**src/rtl/stack_pkg.sv**
```systemverilog
// Shared encodings for the stack access controller: request opcodes and FSM states.
package stack_pkg;

    typedef enum logic [1:0] {
        OP_NOP  = 2'b00,
        OP_PUSH = 2'b01,
        OP_POP  = 2'b10,
        OP_TOS  = 2'b11
    } op_e;

    typedef enum logic {
        S_IDLE   = 1'b0,
        S_REFILL = 1'b1
    } state_e;

endpackage

```
**src/rtl/stack_access_ctrl.sv**
```systemverilog
// Sequences push/pop/TOS requests onto an external single-port stack RAM,
// keeping the stack pointer and a top-of-stack cache so TOS needs no RAM read.
module stack_access_ctrl
    import stack_pkg::*;
#(
    parameter int unsigned DATA_W = 8,
    parameter int unsigned DEPTH  = 16,
    localparam int unsigned ADDR_W = $clog2(DEPTH)
) (
    input  logic              clk,
    input  logic              rst,
    input  logic              req_valid,
    input  logic [1:0]        req_op,
    input  logic [DATA_W-1:0] req_data,
    output logic              req_ready,
    output logic              rsp_valid,
    output logic [DATA_W-1:0] rsp_data,
    output logic              rsp_err,
    output logic              stack_empty,
    output logic              stack_full,
    output logic [ADDR_W:0]   depth,
    output logic              ram_we,
    output logic [ADDR_W-1:0] ram_addr,
    output logic [DATA_W-1:0] ram_wdata,
    input  logic [DATA_W-1:0] ram_rdata
);

    localparam logic [ADDR_W:0] SP_FULL = (ADDR_W+1)'(DEPTH);
    localparam logic [ADDR_W:0] SP_ONE  = (ADDR_W+1)'(1);
    localparam logic [ADDR_W:0] SP_TWO  = (ADDR_W+1)'(2);

    state_e            state, state_nx;
    logic [ADDR_W:0]   sp, sp_nx;
    logic [DATA_W-1:0] tos_reg, tos_nx;
    logic              rsp_valid_nx, rsp_err_nx;
    logic [DATA_W-1:0] rsp_data_nx;
    logic [ADDR_W:0]   sp_m2;

    assign stack_empty = (sp == '0);
    assign stack_full  = (sp == SP_FULL);
    assign depth       = sp;
    assign sp_m2       = sp - SP_TWO;

    always_ff @(posedge clk or negedge rst) begin
        if (!rst) begin
            state     <= S_IDLE;
            sp        <= '0;
            tos_reg   <= '0;
            rsp_valid <= 1'b0;
            rsp_data  <= '0;
            rsp_err   <= 1'b0;
        end else begin
            state     <= state_nx;
            sp        <= sp_nx;
            tos_reg   <= tos_nx;
            rsp_valid <= rsp_valid_nx;
            rsp_data  <= rsp_data_nx;
            rsp_err   <= rsp_err_nx;
        end
    end

    // Next state, registered response and combinational RAM strobes.
    always_comb begin
        state_nx     = state;
        sp_nx        = sp;
        tos_nx       = tos_reg;
        rsp_valid_nx = 1'b0;
        rsp_data_nx  = '0;
        rsp_err_nx   = 1'b0;
        req_ready    = 1'b0;
        ram_we       = 1'b0;
        ram_addr     = sp[ADDR_W-1:0];
        ram_wdata    = '0;

        case (state)
            S_IDLE: begin
                req_ready = 1'b1;
                if (req_valid) begin
                    case (req_op)
                        OP_PUSH: begin
                            rsp_valid_nx = 1'b1;
                            if (stack_full) begin
                                rsp_err_nx = 1'b1;
                            end else begin
                                ram_we      = 1'b1;
                                ram_wdata   = req_data;
                                sp_nx       = sp + SP_ONE;
                                tos_nx      = req_data;
                                rsp_data_nx = req_data;
                            end
                        end
                        OP_TOS: begin
                            rsp_valid_nx = 1'b1;
                            if (stack_empty) begin
                                rsp_err_nx = 1'b1;
                            end else begin
                                rsp_data_nx = tos_reg;
                            end
                        end
                        OP_POP: begin
                            rsp_valid_nx = 1'b1;
                            if (stack_empty) begin
                                rsp_err_nx = 1'b1;
                            end else if (sp == SP_ONE) begin
                                rsp_data_nx = tos_reg;
                                sp_nx       = '0;
                                tos_nx      = '0;
                            end else begin
                                // Fetch the new top (entry sp-2) while answering from the cache.
                                rsp_data_nx = tos_reg;
                                ram_addr    = sp_m2[ADDR_W-1:0];
                                sp_nx       = sp - SP_ONE;
                                state_nx    = S_REFILL;
                            end
                        end
                        default: ;
                    endcase
                end
            end
            S_REFILL: begin
                tos_nx   = ram_rdata;
                state_nx = S_IDLE;
            end
            default: state_nx = S_IDLE;
        endcase
    end

endmodule

```
**config.mk**
```make
export PLATFORM = sky130hd
export DESIGN_NAME = stack_access_ctrl
export DESIGN_NICKNAME = d
export VERILOG_FILES = /design/src/rtl/stack_pkg.sv /design/src/rtl/stack_access_ctrl.sv
export SDC_FILE = /design/constraint.sdc
export NUM_CORES = 1
export LEC_CHECK = 0
export BUFFER_PORTS_ARGS = -buffer_cell sky130_fd_sc_hd__buf_2
export CAP_MARGIN = 30
export CELL_PAD_IN_SITES_DETAIL_PLACEMENT = 0
export CELL_PAD_IN_SITES_GLOBAL_PLACEMENT = 1
export CORE_UTILIZATION = 36
export DETAILED_ROUTE_END_ITERATION = 7
export PLACE_DENSITY_LB_ADDON = 0.15
export SYNTH_ARGS = -nofsm -noshare
export SYNTH_HDL_FRONTEND = slang
export SYNTH_SLANG_ARGS = --single-unit
```
**constraint.sdc**
```tcl
create_clock -name clk -period 2.3 [get_ports clk]
set_clock_uncertainty 0.15 [all_clocks]
set_input_delay 0.46 -clock clk [delete_from_list [all_inputs] [get_ports clk]]
set_output_delay 0.46 -clock clk [all_outputs]
set_load 0.05 [all_outputs]
```
Word-level counts from Yosys, hierarchy flattened
Cells that the tools add are included.
- bits in registers: 24
- logic and storage cells: 69
- input bits: 21
- output and inout port bits: 31
- $add $sub $neg: 3
- equality and inequality tests: 12
- bitwise operators: 1
- mux-type cells: 41
- reduce and logical (&&, ||, !) cells: 6
- operators with widths (kind ; count):
    $mux W8 ; 11
    $pmux W8 S2 ; 3
    $mux W4 ; 5
    $mux W1 ; 16
    $mux W5 ; 3
    $pmux W5 S2 ; 1
    $reduce_and A5 Y1 ; 2
    $ne A3 B3 Y1 const B ; 3
    $ne A2 B2 Y1 const B ; 3
    $add A5 B1 Y5 const B ; 1
    $eq A5 B1 Y1 const B ; 1
    $eq A5 B5 Y1 const B ; 1
    $logic_not A5 Y1 ; 1
    $sub A5 B1 Y5 const B ; 1
    $eq A2 B2 Y1 const B ; 2
    $pmux W1 S2 ; 2
    $sub A4 B2 Y4 const B ; 1
    $ne A3 B1 Y1 const B ; 1
    $reduce_or A3 Y1 ; 1
    $eq A2 B1 Y1 const B ; 1
    $reduce_bool A2 Y1 ; 1
    $reduce_or A2 Y1 ; 1
    $not A1 Y1 ; 1

Depth between registers and ports, before layout
Gate-level depths: netlist (run 1).
- word-level depth: 6
- depth in mapped cells: 7
- depth with buffers taken out: 6

Worst setup path after synthesis (run 1)
No wires, ideal clock.
- path kind: register -> output
- start: register sp[1] (netlist: depth[1])
- end: output ram_addr[1]
- cell stages (with the launch flop): 6
- data arrival time: 3300 ps
- data required time: 1690 ps
- slack: -1610 ps
- path buffers: 0
- cells stage by stage: dfrtp_1 > inv_1 > ha_1 > nor4b_2 > nor3_1 > xnor2_1
- elaborated cells between the ends (all ways): 8
- classes of those cells: 1 x add/sub; 1 x eq/ne; 5 x mux; 1 x reduce/logical
- RTL lines (element ; RTL line ; source):
    from (decl) ; stack_access_ctrl.sv:33 ; logic [ADDR_W:0] sp, sp_nx;
    from (signal assigned) ; stack_access_ctrl.sv:54 ; sp <= sp_nx;
    $logic_not A5 Y1 ; stack_access_ctrl.sv:39 ; assign stack_empty = (sp == '0);
    via stack_empty ; stack_access_ctrl.sv:19 ; output logic stack_empty,
    $mux W4 ; stack_access_ctrl.sv:102 ; if (stack_empty) begin
    $mux W4 ; stack_access_ctrl.sv:79 ; case (req_op)
    $mux W4 ; stack_access_ctrl.sv:78 ; if (req_valid) begin
    $mux W4 ; stack_access_ctrl.sv:75 ; case (state)
    to (decl) ; stack_access_ctrl.sv:23 ; output logic [ADDR_W-1:0] ram_addr,
The timed path passes the listed nets, and every way through them passes these cells.

Worst setup path in the final report (run 1)
- start: register sp[1] (netlist: depth[1])
- end: output ram_wdata[4]
- longest elaborated chain between the ends: 5
- ends and longest elaborated chain (element ; RTL line ; source):
    $eq A5 B5 Y1 ; stack_access_ctrl.sv:40 ; assign stack_full = (sp == SP_FULL);
    $mux W8 ; stack_access_ctrl.sv:82 ; if (stack_full) begin
    $mux W8 ; stack_access_ctrl.sv:79 ;
    $mux W8 ; stack_access_ctrl.sv:78 ;
    $mux W8 ; stack_access_ctrl.sv:75 ;
    to (decl) ; stack_access_ctrl.sv:24 ; output logic [DATA_W-1:0] ram_wdata,
Every way passes these cells.

==> results.md, run 1 <==
- Status: finished with violations
- Failing checks: negative setup slack
- Seq/Total Area, Yosys: 0.397
- Worst-path clk slew: 0.09 ns
- Crit Reg-Reg Endpoint: tos_reg[5]$_DFFE_PN0P_
- Via density: 5.15
- Max-slew violations: 0
- Crit path capture: ram_wdata[4]
- CTS Buffer Depth: 2
- Die Span Y: 66.8 um
- Wire length of the first global-routing pass: 7170 um
- Worst r2r src: depth[1]$_DFFE_PN0P_
- Design area: 0.00235 mm2
- Type of the tightest min-delay check: input pin to async pin
- Layout area overhead: 55.5%
- Initial DRC Count: 110
- Placer Congestion: 0.900
- Worst Setup Path Type: flip-flop to primary output
- Crit-path max FO: 8
- Layout cells sized above 1: 0.506
- Lkg Pwr: 0.00112 uW
- Post-route ant nets: 0
- DRC: 0
- Largest net degree at the start of global routing: 25
- TritonCTS Buffers: 3
- 1st-pass router iterations: 4
- Die Wd: 66.8 um
- Nets: 270
- Post-layout minimum cycle time: 2.52 ns
- Reg2Reg Depth: 7
- Worst Tran Pin Value: 0.651 ns
- Reg area: 603 um2
- Ys flop type: dfrtp_1
- Vias: 1498
- Slew margin rel.: 0.565
- Cell Area, Placed: 0.00210 mm2
- Setup violators final: 13
- Post-route insts no fill: 291
- Vias in the first global route: 1518
- R2R setup slack: 0.06 ns
- Die area: 0.00446 mm2
- Top cells by area, synth: dfrtp_1 (40%), mux2_2 (6.0%), ha_1 (5.8%), nand2_1 (5.7%), o21ai_0 (5.0%)
- Ys Warns: 0
- Hold Vio Cnt, Final: 0
- Syn Std Cell Area: 0.00151 mm2
- Period utilization: 1.09
- Crit path cell chain: clkinvlp_4 > ha_4 > nor4bb_2 > nor3_4 > buf_6 > and2_4 > buf_8
- GRT Total Usage: 0.214
- CP max-delay cell: dfrtp_2
- Initial antenna violation count: 0
- Leading area contributor after synthesis: dfrtp_1
- Core Box Area: 0.00403 mm2
- H-Tree Depth: 1
- Worst setup EP type: primary output
- VDD IR-drop max: 0.603 mV
- Antenna Cells: 0
- Async SR Flop Fraction: 1.00
- Clock latency on the worst-skew pair: 0.27 ns
- Number of placement rows: 23
- Initial Utilization: 0.375
- Power Density: 1070 mW/mm2
- Crit-path max cell delay: 0.43 ns
- Startpoint Class: flip-flop
- Hold WS: 0.0209 ns
- Worst setup path startpoint: depth[1]$_DFFE_PN0P_
- Most frequent cells in the layout: buf_2 (39), buf_4 (27), nand2_1 (22), dfrtp_1 (22), o21ai_0 (14)
- Global route overflow: 0
- Synth top area share: 0.397
- Post-synthesis cell type count: 43
- Post-layout util: 0.583
- Most common cell after layout, fill and taps aside: buf_2
- Clk root buf: clkbuf_8
- Syn Nets: 192
- CTS tree: built
- Fill cells: 381
- Syn avg cell area: 9.22 um2
- Hpwl dp: 3130 um
- PortBufs: 51
- Number of hold buffers added after cts: 0
- Placed cells: 286
- Seq cells post-synth: 24
- Critical Path AT: 1.91 ns
- Max_cap viols: 0
- Unrepaired setup endpoints after global routing: yes
- Fin worst setup slack: -0.218 ns
- Maximum clock rate: 397 MHz
- Num ports: 52
- DRT Wirelength: 4280 um
- CTS sink cnt: 24
- WL per Instance: 14.7 um
- Post-synth EDFFs: 0
- Worst EP required: 1.69 ns
- Syn Inst Count: 164
- Multi-input logic area: 972 um2
## power breakdown
group	switching [uW]	total, uW	internal, uW
clock network	147	300	153
logic	892	1560	670
registers	102	642	540
## cell families (layout without fill, tap and decap cells)
group	count (synthesis)	in the layout	synth area share
muxes	8	8	0.0596
adders and majority gates	7	7	0.0579
xor gates and xnor gates	2	2	0.0116
buffers and inverters	17	94	0.0513
and+or+nand+nor	65	65	0.234
DFF	24	24	0.397
AOI/OAI and AO/OA	41	41	0.188
## what timing repair did
action                     in CTS  in global routing
setup endpoints to repair      14                 30
setup buffers                   2                  2
pin swaps                       4                  7
resized for setup              42                  8
## routing by layer
metal	share of wire	up-vias	global-route usage
met4	0.0072	0	0.0638
met1	0.41	738	0.246
li1	-	725	-
met5	0	-	0
met2	0.54	33	0.402
met3	0.038	2	0.0325
## metrics by stage
| step | setup slack (ns) | setup TNS (ns) | power [uW] |
|---|---|---|---|
| after detailed placement | -0.0354 | -0.118 | 2000 |
| after CTS | -0.221 | -2.17 | 2440 |
| after global routing | -0.295 | -3.48 | 2660 |
| after global placement | 0.0140 | 0 | 1970 |
| final | -0.218 | -2.59 | 2500 |
| after floorplan | -0.705 | -8.94 | 1580 |
## worst min-delay path by stage
stage          start                endpoint  slack [ns]  cells after the start
2_1_floorplan    rst    depth[0]$_DFFE_PN0P_        0.01                      0
3_3_place_gp     rst   rsp_data[6]$_DFF_PN0_        0.33                      1
3_5_place_dp     rst   rsp_data[6]$_DFF_PN0_        0.34                      1
4_1_cts          rst    depth[2]$_DFFE_PN0P_        0.04                      1
5_1_grt          rst  tos_reg[6]$_DFFE_PN0P_        0.06                      1
6_report         rst  tos_reg[6]$_DFFE_PN0P_        0.02                      1
## critical path: cells and delay by family (launching register included)
kind                     cells  cell delay, ns
buffers and inverters        3            0.43
AND/OR/NAND/NOR              3            0.62
adder cells (fa/ha/maj)      1            0.15
flip-flops                   1            0.43
## cell type report
cell class / instances / area share
clock buffers: 4 / 0.0234
flip-flops and latches: 24 / 0.257
multi-input cells: 123 / 0.414
repair buffers: 83 / 0.267
well taps: 50 / 0.0266
inverters: 7 / 0.0128
## cells in the mapped netlist (all sizes together) (2+ instances only)
library cell  instances
mux2                  8
nand2                23
clkbuf                6
o21ai                16
and2                  8
a21oi                 3
inv                   7
nand3                 3
buf                   4
dfrtp                24
nor4b                 2
nand2b                4
a22oi                 8
xnor2                 2
nor3                  3
nor2b                 4
ha                    7
nor2                 11
o31ai                 2
(Power assumes the default switching activity.)
==> run 2: changes to the inputs <==
- CORE_UTILIZATION: 36 -> 39
- clock period: 2.3 -> 2.9 ns (I/O delays scaled with it)
==> results.md, run 2 (synthesized netlist as in run 1, its figures left out) <==
- Antenna Cells: 0 (unchanged)
- Post-layout minimum cycle time: 2.77 ns
- Most common cell after layout, fill and taps aside: buf_2
- CTS Buffer Depth: 2 (unchanged)
- DRT Wirelength: 3880 um (-9.4%)
- Fill cells: 352 (-7.6%)
- Die Wd: 64.3 um (-3.8%)
- Via density: 5.18 (+0.70%)
- Total power: 1800 uW (-28%)
- Status: finished clean
- Crit path capture: ram_addr[2]
- Lkg Pwr: 0.00101 uW (-10%)
- Max_cap viols: 0 (unchanged)
- VDD IR-drop max: 0.377 mV (-37%)
- Placer Congestion: 0.827 (-8.1%)
- Crit Reg-Reg Endpoint: depth[0]$_DFFE_PN0P_
- Reg area: 603 um2 (unchanged)
- Hold WS: 0.131 ns (+0.110 ns)
- Largest net degree at the start of global routing: 25 (unchanged)
- Setup violators final: 0 (-13)
- Worst EP required: 2.17 ns (+0.48 ns)
- Vias in the first global route: 1340 (-12%)
- Type of the tightest min-delay check: input pin to async pin
- PortBufs: 51 (unchanged)
- Unrepaired setup endpoints after global routing: no
- Crit-path max FO: 5 (-3)
- Max-slew violations: 0 (unchanged)
- Worst Setup Path Type: flip-flop to primary output
- R2R setup slack: 0.68 ns (+0.62 ns)
- Initial DRC Count: 145 (+32%)
- Initial antenna violation count: 0 (unchanged)
- Maximum clock rate: 361 MHz
- Reg2Reg Depth: 7 (unchanged)
- H-Tree Depth: 1 (unchanged)
- Hpwl dp: 2710 um (-13%)
- Place WS: 0.205 ns (+0.241 ns)
- Design area: 0.00205 mm2 (-13%)
- Hold Vio Cnt, Final: 0 (unchanged)
- Period utilization: 0.955
- Num ports: 52 (unchanged)
- Worst Tran Pin Value: 0.811 ns (+0.160 ns)
- Clock latency on the worst-skew pair: 0.27 ns (about the same)
- Startpoint Class: flip-flop
- Initial Utilization: 0.410 (+0.0346)
- CTS sink cnt: 24 (unchanged)
- Post-route ant nets: 0 (unchanged)
- DRC: 0 (unchanged)
- Power Density: 877 mW/mm2 (-18%)
- Number of placement rows: 22 (-4.3%)
- Die Span Y: 64.3 um (-3.8%)
- 1st-pass router iterations: 5 (+1)
- Vias: 1410 (-5.9%)
- Wire length of the first global-routing pass: 6450 um (-10%)
- Most frequent cells in the layout: buf_2 (48), nand2_1 (22), dfrtp_1 (22)
- WL per Instance: 14.3 um (-3.1%)
- Layout area overhead: 35.9%
- Global route overflow: 0 (unchanged)
- Critical Path AT: 2.04 ns (+0.13 ns)
- Clk root buf: clkbuf_8
- Layout cells sized above 1: 0.446 (-0.0598)
- Number of hold buffers added after cts: 0 (unchanged)
- TritonCTS Buffers: 3 (unchanged)
- Worst-path clk slew: 0.10 ns (about the same)
- Slew margin rel.: 0.458 (-0.106)
- CTS tree: built
- Fin worst setup slack: 0.131 ns (+0.350 ns)
- Worst setup EP type: primary output
- Die area: 0.00413 mm2 (-7.5%)
- Core Box Area: 0.00369 mm2 (-8.4%)
- Multi-input logic area: 911 um2 (-6.3%)
- GRT Total Usage: 0.204 (-0.0108)
- Worst r2r src: depth[0]$_DFFE_PN0P_
- Worst setup path startpoint: depth[1]$_DFFE_PN0P_
- Cell Area, Placed: 0.00193 mm2 (-8.0%)
- Nets: 253 (-6.3%)
## run 2: power by group
part | switching (uW) | internal (uW) | total [uW]
Clock | 120 | 185 | 304
Sequential | 85.6 | 428 | 514
Combinational | 624 | 361 | 984
Total | 829 | 974 | 1800
## run 2: worst min-delay path by stage
stage | cells after the start | from | slack (ns) | to
final | 1 | rst | 0.13 | rsp_data[3]$_DFF_PN0_
after global routing | 1 | rst | 0.18 | rsp_data[7]$_DFF_PN0_
after CTS | 1 | rst | 0.16 | rsp_valid$_DFF_PN0_
after detailed placement | 1 | tos_reg[1]$_DFFE_PN0P_ | 0.34 | tos_reg[1]$_DFFE_PN0P_
after global placement | 1 | tos_reg[6]$_DFFE_PN0P_ | 0.34 | tos_reg[6]$_DFFE_PN0P_
after floorplan | 0 | rst | 0.13 | depth[0]$_DFFE_PN0P_
## run 2: layer usage
| layer | vias up | global-route usage | share of wire |
|---|---|---|---|
| met5 | - | 0 | 0 |
| met4 | 0 | 0.0500 | 0.0057 |
| met3 | 2 | 0.0304 | 0.047 |
| met2 | 39 | 0.334 | 0.48 |
| met1 | 676 | 0.279 | 0.46 |
| li1 | 693 | - | - |
## run 2: layout make-up
cell class	instances	area share
multi-input combinational	123	0.443
sequential	24	0.294
timing repair buffer	66	0.185
tap	48	0.0292
clock buffer	3	0.0201
clock inverter	1	0.0146
inverter	7	0.0146
## run 2: through the flow
step | util | TNS, ns | std cells
4_1_cts | 0.551 | 0 | 271
5_1_grt | 0.557 | 0 | 272
3_3_place_gp | 0.523 | 0 | 263
2_1_floorplan | - | -1.84 | 164
3_5_place_dp | 0.523 | 0 | 263
6_report | 0.557 | 0 | 272
## run 2: critical path: stages (launching register included)
cell	delay [ns]
dfrtp_2	0.40
clkinvlp_4	0.12
ha_1	0.24
nor4b_2	0.18
buf_4	0.16
nor3_4	0.21
buf_4	0.14
a22o_2	0.11
clkbuf_4	0.21
## run 2: what timing repair did
action | in CTS | in global routing
endpoints found under the setup margin | 9 | 3
resized for setup | 1 | 4
pin swaps | 2 | 0
setup buffers | 4 | 1
==> run 3: changes to the inputs <==
- clock period: 2.9 -> 3.2 ns (I/O delays scaled with it)
==> results.md, run 3 (synthesized netlist as in run 1, its figures left out) <==
- Die area: 0.00413 mm2 (unchanged)
- Most frequent cells in the layout: buf_2 (51), nand2_1 (23), dfrtp_1 (22)
- Crit-path max FO: 10 (+5)
- Worst EP required: 2.41 ns (+0.24 ns)
- Worst-path clk slew: 0.09 ns (about the same)
- Clk root buf: clkbuf_8
- Placer Congestion: 0.908 (+9.8%)
- DRC: 0 (unchanged)
- PortBufs: 51 (unchanged)
- Internal power: 814 uW (-16%)
- Clock latency on the worst-skew pair: 0.27 ns (about the same)
- Num ports: 52 (unchanged)
- Max-slew violations: 0 (unchanged)
- Vias: 1396 (-0.99%)
- Initial Utilization: 0.410 (unchanged)
- Number of placement rows: 22 (unchanged)
- Hold WS: 0.197 ns (+0.0665 ns)
- Lkg Pwr: 0.000961 uW (-4.3%)
- Combinational share of power: 0.510 (-0.036)
- Layout area overhead: 29.2%
- Die Wd: 64.3 um (unchanged)
- Hold Vio Cnt, Final: 0 (unchanged)
- Startpoint Class: flip-flop
- Power Density: 784 mW/mm2 (-11%)
- Global route overflow: 0 (unchanged)
- CTS Buffer Depth: 2 (unchanged)
- Setup violators final: 0 (unchanged)
- Reg2Reg Depth: 6 (-1)
- Antenna Cells: 0 (unchanged)
- Clk pwr share: 0.175 (+0.006)
- 1st-pass router iterations: 4 (-1)
- Type of the tightest min-delay check: input pin to async pin
- Placed cells: 257 (-2.3%)
- Critical Path AT: 2.31 ns (+0.27 ns)
- Hpwl dp: 2640 um (-2.3%)
- Initial antenna violation count: 0 (unchanged)
- Maximum clock rate: 323 MHz
- Place WS: 0.297 ns (+0.0915 ns)
- Fin worst setup slack: 0.102 ns (-0.0293 ns)
- Post-layout minimum cycle time: 3.10 ns
- Wire length of the first global-routing pass: 5710 um (-11%)
- R2R setup slack: 0.77 ns (+0.09 ns)
- DRT Wirelength: 3650 um (-6.0%)
- Slew margin rel.: 0.569 (+0.111)
- VDD IR-drop max: 0.350 mV (-7.3%)
- Nets: 243 (-4.0%)
- Most common cell after layout, fill and taps aside: buf_2
- WL per Instance: 13.9 um (-2.4%)
- Layout cells sized above 1: 0.402 (-0.0446)
- CTS tree: built
- Fill cells: 347 (-1.4%)
- Period utilization: 0.968
- Status: finished clean
- Max_cap viols: 0 (unchanged)
- Seq pwr share: 0.315 (+0.030)
- Vias in the first global route: 1216 (-9.3%)
- Sw Share: 0.469 (+0.00914)
- Die Span Y: 64.3 um (unchanged)
- Unrepaired setup endpoints after global routing: no
- H-Tree Depth: 1 (unchanged)
- Worst setup EP type: primary output
- Post-layout util: 0.530 (-0.0275)
- Post-route insts no fill: 262 (-3.7%)
- Worst Tran Pin Value: 0.645 ns (-0.166 ns)
- Initial DRC Count: 62 (-57%)
- Core Box Area: 0.00369 mm2 (unchanged)
- Via density: 5.33 (+2.8%)
- Largest net degree at the start of global routing: 25 (unchanged)
- GRT Total Usage: 0.179 (-0.0241)
- Cell Area, Placed: 0.00185 mm2 (-4.0%)
- CTS sink cnt: 24 (unchanged)
- Post-route ant nets: 0 (unchanged)
- TritonCTS Buffers: 3 (unchanged)
- Design area: 0.00195 mm2 (-4.9%)
- P_sw: 718 uW (-13%)
- Worst Setup Path Type: flip-flop to primary output
-- run 3: changes by cell type in the layout (fill, tap and decap cells not counted), sizes merged --
cell and change:
buf -8, clkbuf -2, clkinvlp -1, inv +1
-- run 3: timing repair --
action,4_1_cts,5_1_grt
gates resized for setup,0,2
setup endpoints to repair,0,9
hold buffers,0,0
buffers inserted,0,1
-- run 3: worst max-delay path, stage by stage, from the launching register on --
cell,delay (ns)
dfrtp_2,0.43
inv_1,0.24
ha_1,0.27
nor4bb_2,0.32
buf_4,0.22
nor3_4,0.05
buf_12,0.15
and2_4,0.15
buf_2,0.20
-- run 3: final timing paths --
check	startpoint	end
worst min-delay path	rst	rsp_err$_DFF_PN0_
worst max register to register	depth[1]$_DFFE_PN0P_	tos_reg[1]$_DFFE_PN0P_
worst min register to register	tos_reg[5]$_DFFE_PN0P_	tos_reg[5]$_DFFE_PN0P_
worst max-delay path	depth[1]$_DFFE_PN0P_	ram_wdata[4]
max in group asynchronous	rst	depth[1]$_DFFE_PN0P_
min in group clk	tos_reg[5]$_DFFE_PN0P_	tos_reg[5]$_DFFE_PN0P_
-- run 3: power by group through the flow --
| stage | Combinational (uW) | Clock (uW) | Sequential [uW] |
|---|---|---|---|
| final | 782 | 268 | 482 |
| after global routing | 842 | 289 | 496 |
| after CTS | 777 | 277 | 479 |
| after detailed placement | 775 | 0 | 485 |
| after global placement | 772 | 0 | 482 |
| after floorplan | 510 | 0 | 591 |
-- run 3: area by class of cell --
class,count,area (um2),share of cell area
clock buffer,3,41.3,0.0211
clock inverter,1,30.0,0.0154
inverter,7,26.3,0.0135
multi-input combinational,123,887,0.454
sequential,24,603,0.309
tap,48,60.1,0.0307
timing repair buffer,56,305,0.156
-- run 3: through the flow --
step | setup TNS, ns | total power, uW
global route | 0 | 1630
detailed placement | 0 | 1260
finish | 0 | 1530
CTS | 0 | 1530
floorplan | -0.0643 | 1100
global placement | 0 | 1250
-- run 3: layer usage --
layer | track usage | vias to the layer above | wire [um]
met2 | 0.282 | 36 | 1740
li1 | - | 675 | -
met3 | 0.0321 | 2 | 151
met1 | 0.251 | 683 | 1740
met5 | 0 | - | 0
met4 | 0.0500 | 0 | 23
